==> src/rtl/seg7_display_if.sv <==
// Result handshake between the ALU result register and the 7-segment display driver.
// master: result producer; slave: display driver.
interface seg7_display_if;
  logic       data_valid;
  logic [7:0] data_in;
  logic       data_signed;
  logic       data_ovf;
  logic       busy;

  modport master (
    output data_valid,
    output data_in,
    output data_signed,
    output data_ovf,
    input  busy
  );

  modport slave (
    input  data_valid,
    input  data_in,
    input  data_signed,
    input  data_ovf,
    output busy
  );
endinterface

==> src/rtl/seg7_display_driver.sv <==
// 8-bit result -> BCD (double-dabble, 1 bit/cycle) -> 4-digit multiplexed 7-segment display.
// Optional build macro: LEADING_ZERO_BLANK_EN (blank leading hundreds/tens zeros).
module seg7_display_driver #(
  parameter int REFRESH_DIV = 100_000
) (
  input  logic                 clk,
  input  logic                 rst_n,
  seg7_display_if.slave        bus,
  output logic [6:0]           sev_seg,
  output logic [3:0]           anode
);

  localparam int CNT_W = (REFRESH_DIV > 2) ? $clog2(REFRESH_DIV) : 1;

  localparam logic [1:0] ST_IDLE  = 2'd0;
  localparam logic [1:0] ST_CONV  = 2'd1;
  localparam logic [1:0] ST_LATCH = 2'd2;

  // Digit registers hold symbols, not segment patterns: 0..9 plus these specials.
  localparam logic [3:0] SYM_DASH  = 4'd10;
  localparam logic [3:0] SYM_F     = 4'd11;
  localparam logic [3:0] SYM_O     = 4'd12;
  localparam logic [3:0] SYM_BLANK = 4'd15;

  function automatic logic [6:0] seg_code(input logic [3:0] sym);
    logic [6:0] code;
    case (sym)
      4'd0:     code = 7'b1000000;
      4'd1:     code = 7'b1111001;
      4'd2:     code = 7'b0100100;
      4'd3:     code = 7'b0110000;
      4'd4:     code = 7'b0011001;
      4'd5:     code = 7'b0010010;
      4'd6:     code = 7'b0000010;
      4'd7:     code = 7'b1111000;
      4'd8:     code = 7'b0000000;
      4'd9:     code = 7'b0010000;
      SYM_DASH: code = 7'b0111111;
      SYM_F:    code = 7'b0001110;
      SYM_O:    code = 7'b1000000;
      default:  code = 7'b1111111;
    endcase
    return code;
  endfunction

  function automatic logic [11:0] dabble_adjust(input logic [11:0] bcd);
    logic [11:0] adj;
    adj = bcd;
    for (int n = 0; n < 3; n++) begin
      if (bcd[n*4 +: 4] >= 4'd5) begin
        adj[n*4 +: 4] = bcd[n*4 +: 4] + 4'd3;
      end else begin
        adj[n*4 +: 4] = bcd[n*4 +: 4];
      end
    end
    return adj;
  endfunction

  logic [1:0]        state_r;
  logic [7:0]        mag_r;
  logic [11:0]       bcd_r;
  logic [2:0]        bit_cnt_r;
  logic              neg_r;
  logic              ovf_r;
  logic              busy_r;
  logic [3:0][3:0]   digit_r;
  logic [CNT_W-1:0]  cnt_r;
  logic [1:0]        idx_r;
  logic [6:0]        sev_seg_r;
  logic [3:0]        anode_r;

  logic [8:0]        neg_mag_s;
  logic [7:0]        mag_s;
  logic [11:0]       bcd_adj_s;
  logic [3:0][3:0]   digit_next_s;
  logic              cnt_wrap_s;
  logic [1:0]        idx_next_s;

  // Magnitude of the incoming value; 9-bit negate so 0x80 becomes 128.
  always_comb begin
    neg_mag_s = 9'd0 - {1'b0, bus.data_in};
    if (bus.data_signed && bus.data_in[7]) begin
      mag_s = neg_mag_s[7:0];
    end else begin
      mag_s = bus.data_in;
    end
    bcd_adj_s = dabble_adjust(bcd_r);
  end

  // Symbols written to the display registers when a conversion completes.
  always_comb begin
    digit_next_s = {SYM_BLANK, SYM_BLANK, SYM_BLANK, SYM_BLANK};
    if (ovf_r) begin
      digit_next_s = {SYM_BLANK, SYM_O, SYM_F, SYM_BLANK};
    end else begin
      digit_next_s[3] = neg_r ? SYM_DASH : SYM_BLANK;
      digit_next_s[2] = bcd_r[11:8];
      digit_next_s[1] = bcd_r[7:4];
      digit_next_s[0] = bcd_r[3:0];
`ifdef LEADING_ZERO_BLANK_EN
      if (bcd_r[11:8] == 4'd0) begin
        digit_next_s[2] = SYM_BLANK;
        if (bcd_r[7:4] == 4'd0) begin
          digit_next_s[1] = SYM_BLANK;
        end else begin
          digit_next_s[1] = bcd_r[7:4];
        end
      end else begin
        digit_next_s[2] = bcd_r[11:8];
      end
`else
      digit_next_s[2] = bcd_r[11:8];
`endif
    end
  end

  // Capture / convert / latch sequencer; strobes outside IDLE are ignored.
  always_ff @(posedge clk or negedge rst_n) begin
    if (!rst_n) begin
      state_r   <= ST_IDLE;
      mag_r     <= 8'd0;
      bcd_r     <= 12'd0;
      bit_cnt_r <= 3'd0;
      neg_r     <= 1'b0;
      ovf_r     <= 1'b0;
      busy_r    <= 1'b0;
      digit_r   <= {SYM_BLANK, SYM_BLANK, SYM_BLANK, SYM_BLANK};
    end else begin
      case (state_r)
        ST_IDLE: begin
          if (bus.data_valid) begin
            mag_r     <= mag_s;
            bcd_r     <= 12'd0;
            bit_cnt_r <= 3'd0;
            neg_r     <= bus.data_signed & bus.data_in[7];
            ovf_r     <= bus.data_ovf;
            busy_r    <= 1'b1;
            state_r   <= ST_CONV;
          end else begin
            busy_r    <= 1'b0;
          end
        end
        ST_CONV: begin
          bcd_r     <= {bcd_adj_s[10:0], mag_r[7]};
          mag_r     <= {mag_r[6:0], 1'b0};
          bit_cnt_r <= bit_cnt_r + 3'd1;
          if (bit_cnt_r == 3'd7) begin
            state_r <= ST_LATCH;
          end else begin
            state_r <= ST_CONV;
          end
        end
        ST_LATCH: begin
          digit_r <= digit_next_s;
          busy_r  <= 1'b0;
          state_r <= ST_IDLE;
        end
        default: begin
          busy_r  <= 1'b0;
          state_r <= ST_IDLE;
        end
      endcase
    end
  end

  // Refresh timing: next digit index, advanced when the dwell counter wraps.
  always_comb begin
    cnt_wrap_s = (cnt_r == CNT_W'(REFRESH_DIV - 1));
    if (cnt_wrap_s) begin
      idx_next_s = idx_r + 2'd1;
    end else begin
      idx_next_s = idx_r;
    end
  end

  // Anode and segment pins are registered from the same index so they change together.
  always_ff @(posedge clk or negedge rst_n) begin
    if (!rst_n) begin
      cnt_r     <= '0;
      idx_r     <= 2'd0;
      anode_r   <= 4'b1110;
      sev_seg_r <= 7'b1111111;
    end else begin
      if (cnt_wrap_s) begin
        cnt_r <= '0;
      end else begin
        cnt_r <= cnt_r + CNT_W'(1);
      end
      idx_r     <= idx_next_s;
      anode_r   <= ~(4'b0001 << idx_next_s);
      sev_seg_r <= seg_code(digit_r[idx_next_s]);
    end
  end

  assign bus.busy = busy_r;
  assign sev_seg  = sev_seg_r;
  assign anode    = anode_r;

endmodule

==> src/flat_wrapper.sv <==
// flat-port wrapper written by rule: the top's interface ports become plain ports
module seg7_display_driver_flat 
#(
  parameter int REFRESH_DIV = 100_000
)
  (clk, rst_n, sev_seg, anode, bus_data_valid, bus_data_in, bus_data_signed, bus_data_ovf, bus_busy);
  seg7_display_if bus_i ();
  input  logic clk;
  input  logic rst_n;
  output logic [6:0] sev_seg;
  output logic [3:0] anode;
  input wire logic [$bits(bus_i.data_valid)-1:0] bus_data_valid;
  input wire logic [$bits(bus_i.data_in)-1:0] bus_data_in;
  input wire logic [$bits(bus_i.data_signed)-1:0] bus_data_signed;
  input wire logic [$bits(bus_i.data_ovf)-1:0] bus_data_ovf;
  output wire logic [$bits(bus_i.busy)-1:0] bus_busy;
  assign bus_i.data_valid = bus_data_valid;
  assign bus_i.data_in = bus_data_in;
  assign bus_i.data_signed = bus_data_signed;
  assign bus_i.data_ovf = bus_data_ovf;
  assign bus_busy = bus_i.busy;
  seg7_display_driver #(.REFRESH_DIV(REFRESH_DIV)) u_core (.clk(clk), .rst_n(rst_n), .bus(bus_i), .sev_seg(sev_seg), .anode(anode));
endmodule
==> config.mk <==
export PLATFORM = sky130hd
export DESIGN_NAME = seg7_display_driver_flat
export DESIGN_NICKNAME = d
export VERILOG_FILES = /design/src/rtl/seg7_display_if.sv /design/src/rtl/seg7_display_driver.sv /design/src/flat_wrapper.sv
export SDC_FILE = /design/constraint.sdc
export NUM_CORES = 1
export LEC_CHECK = 0
export ABC_AREA = 0
export CAP_MARGIN = 20
export CORE_ASPECT_RATIO = 0.8
export CORE_MARGIN = 8
export CORE_UTILIZATION = 35
export CTS_CLUSTER_SIZE = 16
export DETAILED_ROUTE_END_ITERATION = 6
export PLACE_DENSITY = 0.52
export SLEW_MARGIN = 5
export SYNTH_ARGS = -nofsm -noshare
export SYNTH_HDL_FRONTEND = slang
export SYNTH_SLANG_ARGS = --single-unit
export TNS_END_PERCENT = 100
==> constraint.sdc <==
create_clock -name clk -period 3.02 [get_ports clk]
set_clock_uncertainty 0.1 [all_clocks]
set_input_delay 0.604 -clock clk [delete_from_list [all_inputs] [get_ports clk]]
set_output_delay 0.604 -clock clk [all_outputs]
set_load 0.01 [all_outputs]
After elaboration in Yosys (flattened, before gate mapping)

Memory sizes are Yosys's and may differ from the RTL's. A register that Yosys moved wholly into a read port is not among the register bits.
Index checks and enable logic that the tools add are counted.

Register bits after elaboration: 67
Memory bits (read-only): 112
Input port bits: 13
Output and inout bits: 12
Logic and storage cells: 61
Memories: 1

Memories:

| memory          | depth | width | rd ports | clocked after memory_dff | write ports | RTL line                  | RTL |
|---|---|---|---|---|---|---|---|
| (no name shown) | 16    | 7     | 1        | 1                        | 0           | seg7_display_driver.sv:27 | `case (sym)` |

$add $sub $neg: 7
$lt $le $gt $ge: 4
Equal/unequal tests: 5
Shift-type cells: 1
Multiplexer cells: 21
Bitwise logic cells: 2
Reductions and logical operators: 6

Operators with widths:

| kind                                                               | count |
|---|---|
| case mux 12 bit (2 select lines)                                   | 1 |
| adder 17 x 1 -> 17 bit (second input constant)                     | 1 |
| == test 17 bit (second input constant)                             | 1 |
| two-way mux 17 bit                                                 | 1 |
| two-way mux 8 bit                                                  | 2 |
| case mux 8 bit (2 select lines)                                    | 1 |
| two-way mux 15 bit                                                 | 1 |
| greater-or-equal comparator 4 x 3 -> 1 bit (second input constant) | 3 |
| two-way mux 12 bit                                                 | 1 |
| two-way mux 4 bit                                                  | 3 |
| two-way mux 3 bit                                                  | 3 |
| adder 4 x 2 -> 4 bit (second input constant)                       | 2 |
| binary-select mux 4 bit (select 2 bit)                             | 1 |
| subtractor 1 x 8 -> 8 bit (first input constant)                   | 1 |
| two-way mux 2 bit                                                  | 3 |
| case mux 3 bit (2 select lines)                                    | 1 |
| inverter 4 bit                                                     | 1 |
| case mux 2 bit (2 select lines)                                    | 1 |
| AND reduction 2 bit                                                | 2 |
| left shift 1 x 2 -> 4 bit (first input constant)                   | 1 |
| adder 3 x 1 -> 3 bit (second input constant)                       | 1 |
| adder 3 x 2 -> 3 bit (second input constant)                       | 1 |
| == test 3 bit (second input constant)                              | 1 |
| less-than comparator 2 x 3 -> 1 bit (second input constant)        | 1 |
| 11 further kinds                                                   | 11 |

Longest topological paths before layout

Gate-level depths: netlist of run 1.

Word-level depth: 4
Gate-level depth with buffers: 11
Depth with buffers taken out: 9

Least setup slack after synthesis of run 1

OpenSTA, ideal clock, no wires.

Kind: reg-to-reg
From: reg u_core.cnt_r[0]
To: reg u_core.sev_seg_r[1] (netlist: u_core.sev_seg[1])
Library setup time: 0.077 ns
Arrival time: 2.331 ns
Data required time: 2.843 ns
Slack: 0.512 ns
Cell stages (with the launch flop): 11
Buffers on the path: 2
Clock period less this slack: 2.508 ns
Cells stage by stage: dfrtp_1 > ha_1 > and4_1 > and4_1 > buf_4 > buf_2 > mux2i_1 > nand3_1 > ha_1 > mux2_2 > o22ai_1

Cells in the longest elaborated chain, start to end: 4

Ends and longest elaborated chain:

| element                                 | RTL line                   | RTL |
|---|---|---|
| from (decl)                             | seg7_display_driver.sv:67  | `logic [CNT_W-1:0] cnt_r;` |
| from (signal assigned)                  | seg7_display_driver.sv:187 | `cnt_r <= cnt_r + CNT_W'(1);` |
| == test 17 bit                          | seg7_display_driver.sv:168 | `cnt_wrap_s = (cnt_r == CNT_W'(REFRESH_DIV - 1));` |
| two-way mux 2 bit                       | seg7_display_driver.sv:169 | `if (cnt_wrap_s) begin` |
| binary-select mux 4 bit (select 2 bit)  | seg7_display_driver.sv:191 | `sev_seg_r <= seg_code(digit_r[idx_next_s]);` |
| two-way mux 4 bit (implied by the code) | seg7_display_driver.sv:191 |  |
| to (decl)                               | seg7_display_driver.sv:69  | `logic [6:0] sev_seg_r;` |

Every way passes these cells. The select of a mux whose other input is x is not followed.
A chain may end at the register's enable or synchronous reset.

Final worst setup path of run 1

From: reg u_core.cnt_r[0]
To: reg u_core.sev_seg_r[4] (netlist: u_core.sev_seg[4])

Same word-level chain as after synthesis.

==> out/metrics.yaml, run 1 <==
status:
  status: "complete, no violations"
clocking:
  cts_buffer_depth: 2
  cts_buffers: 9
  ctsHoldBuffers: 0
  worstSkewPairLatency_ns: 0.33
  post_cts_buffers: 0
  clock-sinks: 71
  clkTransAtPathRegs_ns: 0.06
  h-tree-depth: 3
  cts_tree: "yes"
  ctsResizeCount: 0
  cts-root-buf: "clkbuf_16"
logic_synthesis:
  ys_seq_area_share_pct: 48.5
  synthDistinctLibCells: 47
  synth_top_flop_cell: "dfrtp_1"
  synth_fa_ha_area_share_pct: 5.04
  synth_top_family_by_area: "simple AND/OR/NAND/NOR gates"
  yosys.area_share.simple_pct: 18.7
  synth_seq_cells: 71
  avgSynthCellArea_sq_um: 9.82
  yosys_warnings: 0
  synthArstFlopShare_pct: 100
  synth_area_leaders: "dfrtp_1, dfstp_2, ha_1"
  yosysTopAreaCell: "dfrtp_1"
  syn_area_sq_um: 3720
  synth-xor-area-share_pct: 5.65
  synthCells: 379
  synth_top_area_share_pct: 32.3
  synth_nets: 407
  synth_edf_count: 0
  synth_compound_area_share_pct: 12.7
  synth.mux.area_fraction_pct: 5.75
setup_path:
  cp_slowest_cell: "dfrtp_1"
  critical_path_class: "register to register"
  path_max_fanout: 7
  worstRegToRegCells: 8
  worst_setup_path_end_kind: "register"
  required_ns: 3.18
  cpPeakStageDelay_ns: 0.39
  arrival_ns: 2.86
  cp_cell_sequence: "ha_1 > and4_1 > and4_1 > mux2_4 > o2111ai_2 > buf_4 > mux2_4 > mux2i_1"
  startpoint_type: "register"
finish:
  nets: 432
  area_growth_pct: 18.6
  seq_area_sq_um: 1810
  final_area_sq_um: 4410
  multi_input_area_sq_um: 1780
  final_util_pct: 42.7
  antenna_cells: 0
  nFillCells: 978
  drive_gt1_share_pct: 15.2
detailed_routing:
  dr_total_vias: 2672
  antenna_left: 0
  met1_length_um: 3890
  drt_wl_total_um: 7400
  drc: 0
  drt_iter0_drc: 163
  met2_length_um: 3120
  wl_per_cell_um: 13.5
  dr.pass1.iters: 4
  drt-vias-per-instance: 4.87
  wl_met3_um: 286
  top_layer: "met4"
floorplanning:
  ioPinCount: 25
  start_util_pct: 36.0
  row_count: 33
  dieHeight_um: 108
  fp.dieW_um: 131
  die-area_sq_um: 14200
  core_area_sq_um: 10300
placement:
  gp_congestion: 0.847
  placed_area_sq_um: 4100
  portBuffers: 24
  dp_slack_ns: 0.325
  hpwl_um: 5120
grt:
  grt_pass1_wl_um: 13200
  overflow: 0
  grt_start_max_net_pins: 72
  grt_pass1_vias: 2681
  gr-usage-all-layers_pct: 11.3
  antenna_found_initial: 0
pwr:
  ir_drop_mv: 0.378
  power_leakage_uw: 0.00192
  powerDensity_nw_per_um2: 836
hold_path:
  min_path_type: "primary input to asynchronous set/reset pin"
sta:
  postLayoutSetupSlackWorst_ns: 0.316
  setup-tns-final_ns: 0
  maxClockFrequency_ghz: 0.370
  final-hold-violation-count: 0
  setup_viol: 0
  layout_min_cycle_time_ns: 2.70
  finalCritPeriodShare_pct: 89.5
  hold_ws_ns: 0.369
  slew_violations: 0
  rsz0062_at_grt: "no"
  relSlewSlack_pct: 41.0
  worstMarginPinSlew_ns: 0.886
job:
  max_cap_violations: 0
-- flip-flops by register name (all words and copies together), names as in the netlist --
signal,count
u_core.anode,4
u_core.bcd_r,12
u_core.bit_cnt_r,3
u_core.bus.busy,1
u_core.cnt_r,17
u_core.digit_r,13
u_core.idx_r,2
u_core.mag_r,8
u_core.neg_r,1
u_core.ovf_r,1
u_core.sev_seg,7
u_core.state_r,2
-- power breakdown --
group / switching (uW) / internal, uW
sequential: 220 / 1270
combinational: 584 / 518
clock: 409 / 683
total: 1210 / 2470
-- worst max-delay path, delay by kind of cell, from the launching register on --
kind	cells	cell delay, ns
DFF	1	0.39
muxes	3	0.80
buffers and inverters	1	0.22
AOI/OAI and AO/OA	1	0.27
adders and majority gates	1	0.22
and+or+nand+nor	2	0.64
-- synth_stat cells, types with 4 or more instances --
cell type and count:
a21oi_1 19, clkbuf_1 11, dfrtp_1 48, dfstp_2 23, ha_1 15, inv_1 16, mux2i_1 15, nand2_1 49
nand2b_1 10, nand3_1 13, nand4_1 5, nor2_1 34, nor3_1 6, o21ai_0 36, o31ai_1 4, xnor2_1 15
xor2_1 9
-- layout make-up --
| class | instances | share of cell area, % |
|---|---|---|
| Inverter | 16 | 1.36 |
| Clock buffer | 11 | 5.73 |
| Tap cell | 140 | 3.97 |
| Sequential cell | 71 | 40.9 |
| Timing Repair Buffer | 30 | 6.35 |
| Multi-Input combinational cell | 276 | 40.4 |
| Clock inverter | 5 | 1.28 |
-- routing by layer --
layer	global-route usage (%)	vias up
li1	-	1354
met4	3.68	0
met3	3.75	8
met5	0	-
met2	16.3	37
met1	15.7	1273
-- final timing paths --
path / from / to / slack [ns]
setup / recovery: u_core.cnt_r[0] / u_core.sev_seg[4] / 0.32
hold / removal: rst_n / u_core.bcd_r[9] / 0.37
min in group clk: u_core.mag_r[3] / u_core.mag_r[3] / 0.38
max in group asynchronous: rst_n / u_core.cnt_r[10] / 1.85
setup reg to reg: u_core.cnt_r[0] / u_core.sev_seg[4] / 0.32
hold reg to reg: u_core.mag_r[3] / u_core.mag_r[3] / 0.38
-- kinds of logic after synthesis --
family	after synthesis
AO/OA/AOI/OAI	77
XOR/XNOR	24
buffers and inverters	32
multiplexers	20
flip-flops	71
adder cells (fa/ha/maj)	15
AND/OR/NAND/NOR	140
-- per-stage QoR --
stage / total power (uW) / cells
global placement: 2600 / 533
finish: 3690 / 549
global route: 3990 / 549
detailed placement: 2630 / 533
CTS: 3750 / 549
floorplan: 2270 / 379
-- placed cells by master, fill, tap and decap left out, types with 2 or more instances in the layout --
cell,Yosys,layout
nand2_1,49,49
dfstp_2,23,23
nand3b_1,2,2
clkbuf_16,0,9
xor2_1,9,9
o211ai_1,2,2
nor2b_1,2,2
nand3_1,13,13
nor2_1,34,34
a22o_1,3,3
clkbuf_8,0,2
nand2b_1,10,10
a21oi_1,19,19
clkdlybuf4s50_1,0,23
and2_1,3,3
or4_1,2,2
o31ai_1,4,4
o2111ai_2,2,2
mux2_4,2,2
and4bb_2,2,2
o21ai_0,36,36
o21bai_1,3,2
ha_1,15,15
clkinv_2,0,2
or3_1,3,3
buf_4,2,6
nand4_1,5,5
nor3_1,6,6
xnor2_1,15,15
dfrtp_1,48,48
mux2_2,3,3
mux2i_1,15,15
inv_1,16,16
and4_1,3,3
Note: power is estimated with default switching activity, not from simulation.
==> run 2, diff against run 1 <==
==> constraint.sdc (replaced) <==
create_clock -name clk -period 3.02 [get_ports clk]
set_clock_uncertainty 0.1 [all_clocks]
set_input_delay 0.604 -clock clk [delete_from_list [all_inputs] [get_ports clk]]
set_output_delay 0.604 -clock clk [all_outputs]
set_load 0.1 [all_outputs]
==> out/metrics.yaml, run 2 (synthesis results as in run 1) <==
status:
  status: "complete, no violations"
detailed_routing:
  dr.pass1.iters: 4  # unchanged
  drt_iter0_drc: 158  # -3.1%
  drt-vias-per-instance: 4.91  # +0.79%
  drt_wl_total_um: 7390  # -0.15%
  antenna_left: 0  # unchanged
  wl_per_cell_um: 13.4  # -0.51%
  dr_total_vias: 2703  # +1.2%
  drc: 0  # unchanged
setup_path:
  required_ns: 3.18  # about the same
  r2r-start: "u_core.cnt_r[0]"
  critical_path_depth: 8  # unchanged
  cp_slowest_cell: "dfrtp_1"
  cpPeakStageDelay_ns: 0.38  # about the same
  reg2reg_to: "u_core.sev_seg[4]"
  cp_num_buf_inv: 1  # unchanged
  worstRegToRegCells: 8  # unchanged
  critical_path_class: "register to register"
  cp_cell_sequence: "ha_1 > and4_1 > and4_1 > mux2_4 > o2111ai_2 > buf_4 > mux2_4 > mux2i_1"
  cp-endpoint: "u_core.sev_seg[4]"
  arrival_ns: 2.88  # +0.02 ns
  worst_setup_path_end_kind: "register"
  r2r_slack_ns: 0.29  # -0.02 ns
  path_max_fanout: 6  # -1
  crit_family: "multiplexers"
  crit_start: "u_core.cnt_r[0]"
  startpoint_type: "register"
pwr:
  ir_drop_mv: 0.603  # +60%
  powerDensity_nw_per_um2: 905  # +8.3%
  power_leakage_uw: 0.00194  # +1.1%
clocking:
  cts_buffers: 9  # unchanged
  cts_tree: "yes"
  cts-root-buf: "clkbuf_16"
  cts_buffer_depth: 2  # unchanged
  ctsHoldBuffers: 0  # unchanged
  clock-sinks: 71  # unchanged
  clkTransAtPathRegs_ns: 0.06  # about the same
  h-tree-depth: 3  # unchanged
  worstSkewPairLatency_ns: 0.33  # about the same
  ctsResizeCount: 0  # unchanged
  post_cts_buffers: 0  # unchanged
sta:
  slew_violations: 0  # unchanged
  final-hold-violation-count: 0  # unchanged
  layout_min_cycle_time_ns: 2.73  # +0.0223 ns
  setup_viol: 0  # unchanged
  worstMarginPinSlew_ns: 0.765  # -0.121 ns
  setup-tns-final_ns: 0  # unchanged
  finalCritPeriodShare_pct: 90.3  # +0.74 points
  maxClockFrequency_ghz: 0.367  # -0.82%
  rsz0062_at_grt: "no"
  postLayoutSetupSlackWorst_ns: 0.293  # -0.0223 ns
  relSlewSlack_pct: 49.0  # +8.0 points
grt:
  overflow: 0  # unchanged
  grt_start_max_net_pins: 32  # -56%
  grt_pass1_vias: 2711  # +1.1%
  grt_pass1_wl_um: 13100  # -0.79%
  gr-usage-all-layers_pct: 11.4  # +0.086 points
  antenna_found_initial: 0  # unchanged
floorplanning:
  core_area_sq_um: 10300  # unchanged
  start_util_pct: 36.0  # unchanged
  ioPinCount: 25  # unchanged
  row_count: 33  # unchanged
  fp.dieW_um: 131  # unchanged
  die-area_sq_um: 14200  # unchanged
  dieHeight_um: 108  # unchanged
finish:
  final_area_sq_um: 4390  # -0.40%
  largest_reg_flops: 17  # unchanged
  area_growth_pct: 18.1
  top_regs: "u_core.cnt_r (17), u_core.digit_r (13), u_core.bcd_r (12)"
  final_common_cell: "nand2_1"
  largest-register: "u_core.cnt_r"
  drive_gt1_share_pct: 17.8  # +2.6 points
  nets: 434  # +0.46%
  mostFrequentLayoutCells: "nand2_1, dfrtp_1, o21ai_0"
  antenna_cells: 0  # unchanged
placement:
  dp_slack_ns: 0.280  # -0.0452 ns
  portBuffers: 24  # unchanged
  hpwl_um: 5420  # +6.0%
  gp_congestion: 0.821  # -3.2%
  placed_area_sq_um: 4090  # -0.37%
hold_path:
  min_path_type: "primary input to asynchronous set/reset pin"
job:
  max_cap_violations: 0  # unchanged
==> run 2: how the worst min path moves through the flow <==
stage | to | slack, ns | depth (start not counted)
final | u_core.bcd_r[11] | 0.20 | 1
after global routing | u_core.bcd_r[11] | 0.25 | 1
after CTS | u_core.bcd_r[11] | 0.23 | 1
after detailed placement | u_core.mag_r[3] | 0.37 | 2
after global placement | u_core.mag_r[6] | 0.36 | 2
after floorplan | u_core.anode[0] | 0.21 | 0
==> run 2: power by group <==
part           internal, uW  leakage [uW]  switching [uW]  total [uW]
registers              1270      0.000861             221        1500
logic                   504      0.000932             875        1380
clock network           721      0.000151             382        1100
==> run 2: through the flow <==
| step | hold WS [ns] | power (uW) | std cells | utilization [%] |
|---|---|---|---|---|
| after floorplan | 0.208 | 2570 | 379 | - |
| after global placement | 0.365 | 2890 | 535 | 39.6 |
| after detailed placement | 0.374 | 2910 | 535 | 39.6 |
| after CTS | 0.230 | 4050 | 551 | 42.6 |
| after global routing | 0.249 | 4280 | 551 | 42.6 |
| final | 0.203 | 3980 | 551 | 42.6 |
==> run 2: metal layers <==
metal | share of wire, % | GRT usage, % | up-vias | wire, um
met3 | 4.4 | 3.71 | 10 | 323
met1 | 51 | 15.0 | 1289 | 3740
met5 | 0 | 0 | - | 0
met2 | 43 | 17.0 | 40 | 3200
li1 | - | - | 1364 | -
met4 | 1.7 | 5.07 | 0 | 122
==> run 2: layout make-up <==
| type | count | area [sq um] |
|---|---|---|
| clock inverter | 4 | 70.1 |
| tap | 140 | 175 |
| multi-input combinational | 276 | 1780 |
| fill | 989 | 5930 |
| sequential | 71 | 1810 |
| timing repair buffer | 32 | 265 |
| clock buffer | 12 | 236 |
| inverter | 16 | 60.1 |
==> run 3, diff against run 2 <==
==> constraint.sdc (replaced) <==
create_clock -name clk -period 3.02 [get_ports clk]
set_clock_uncertainty 0.1 [all_clocks]
set_input_delay 0.604 -clock clk [delete_from_list [all_inputs] [get_ports clk]]
set_output_delay 0.604 -clock clk [all_outputs]
set_load 0.05 [all_outputs]
==> results of run 3 <==
Same layout as run 1 (identical final DEF). Status: complete, no violations.
Main changes from that run: total power 3690 uW -> 3820 uW; worst IR drop on VDD 0.378 mV -> 0.465 mV
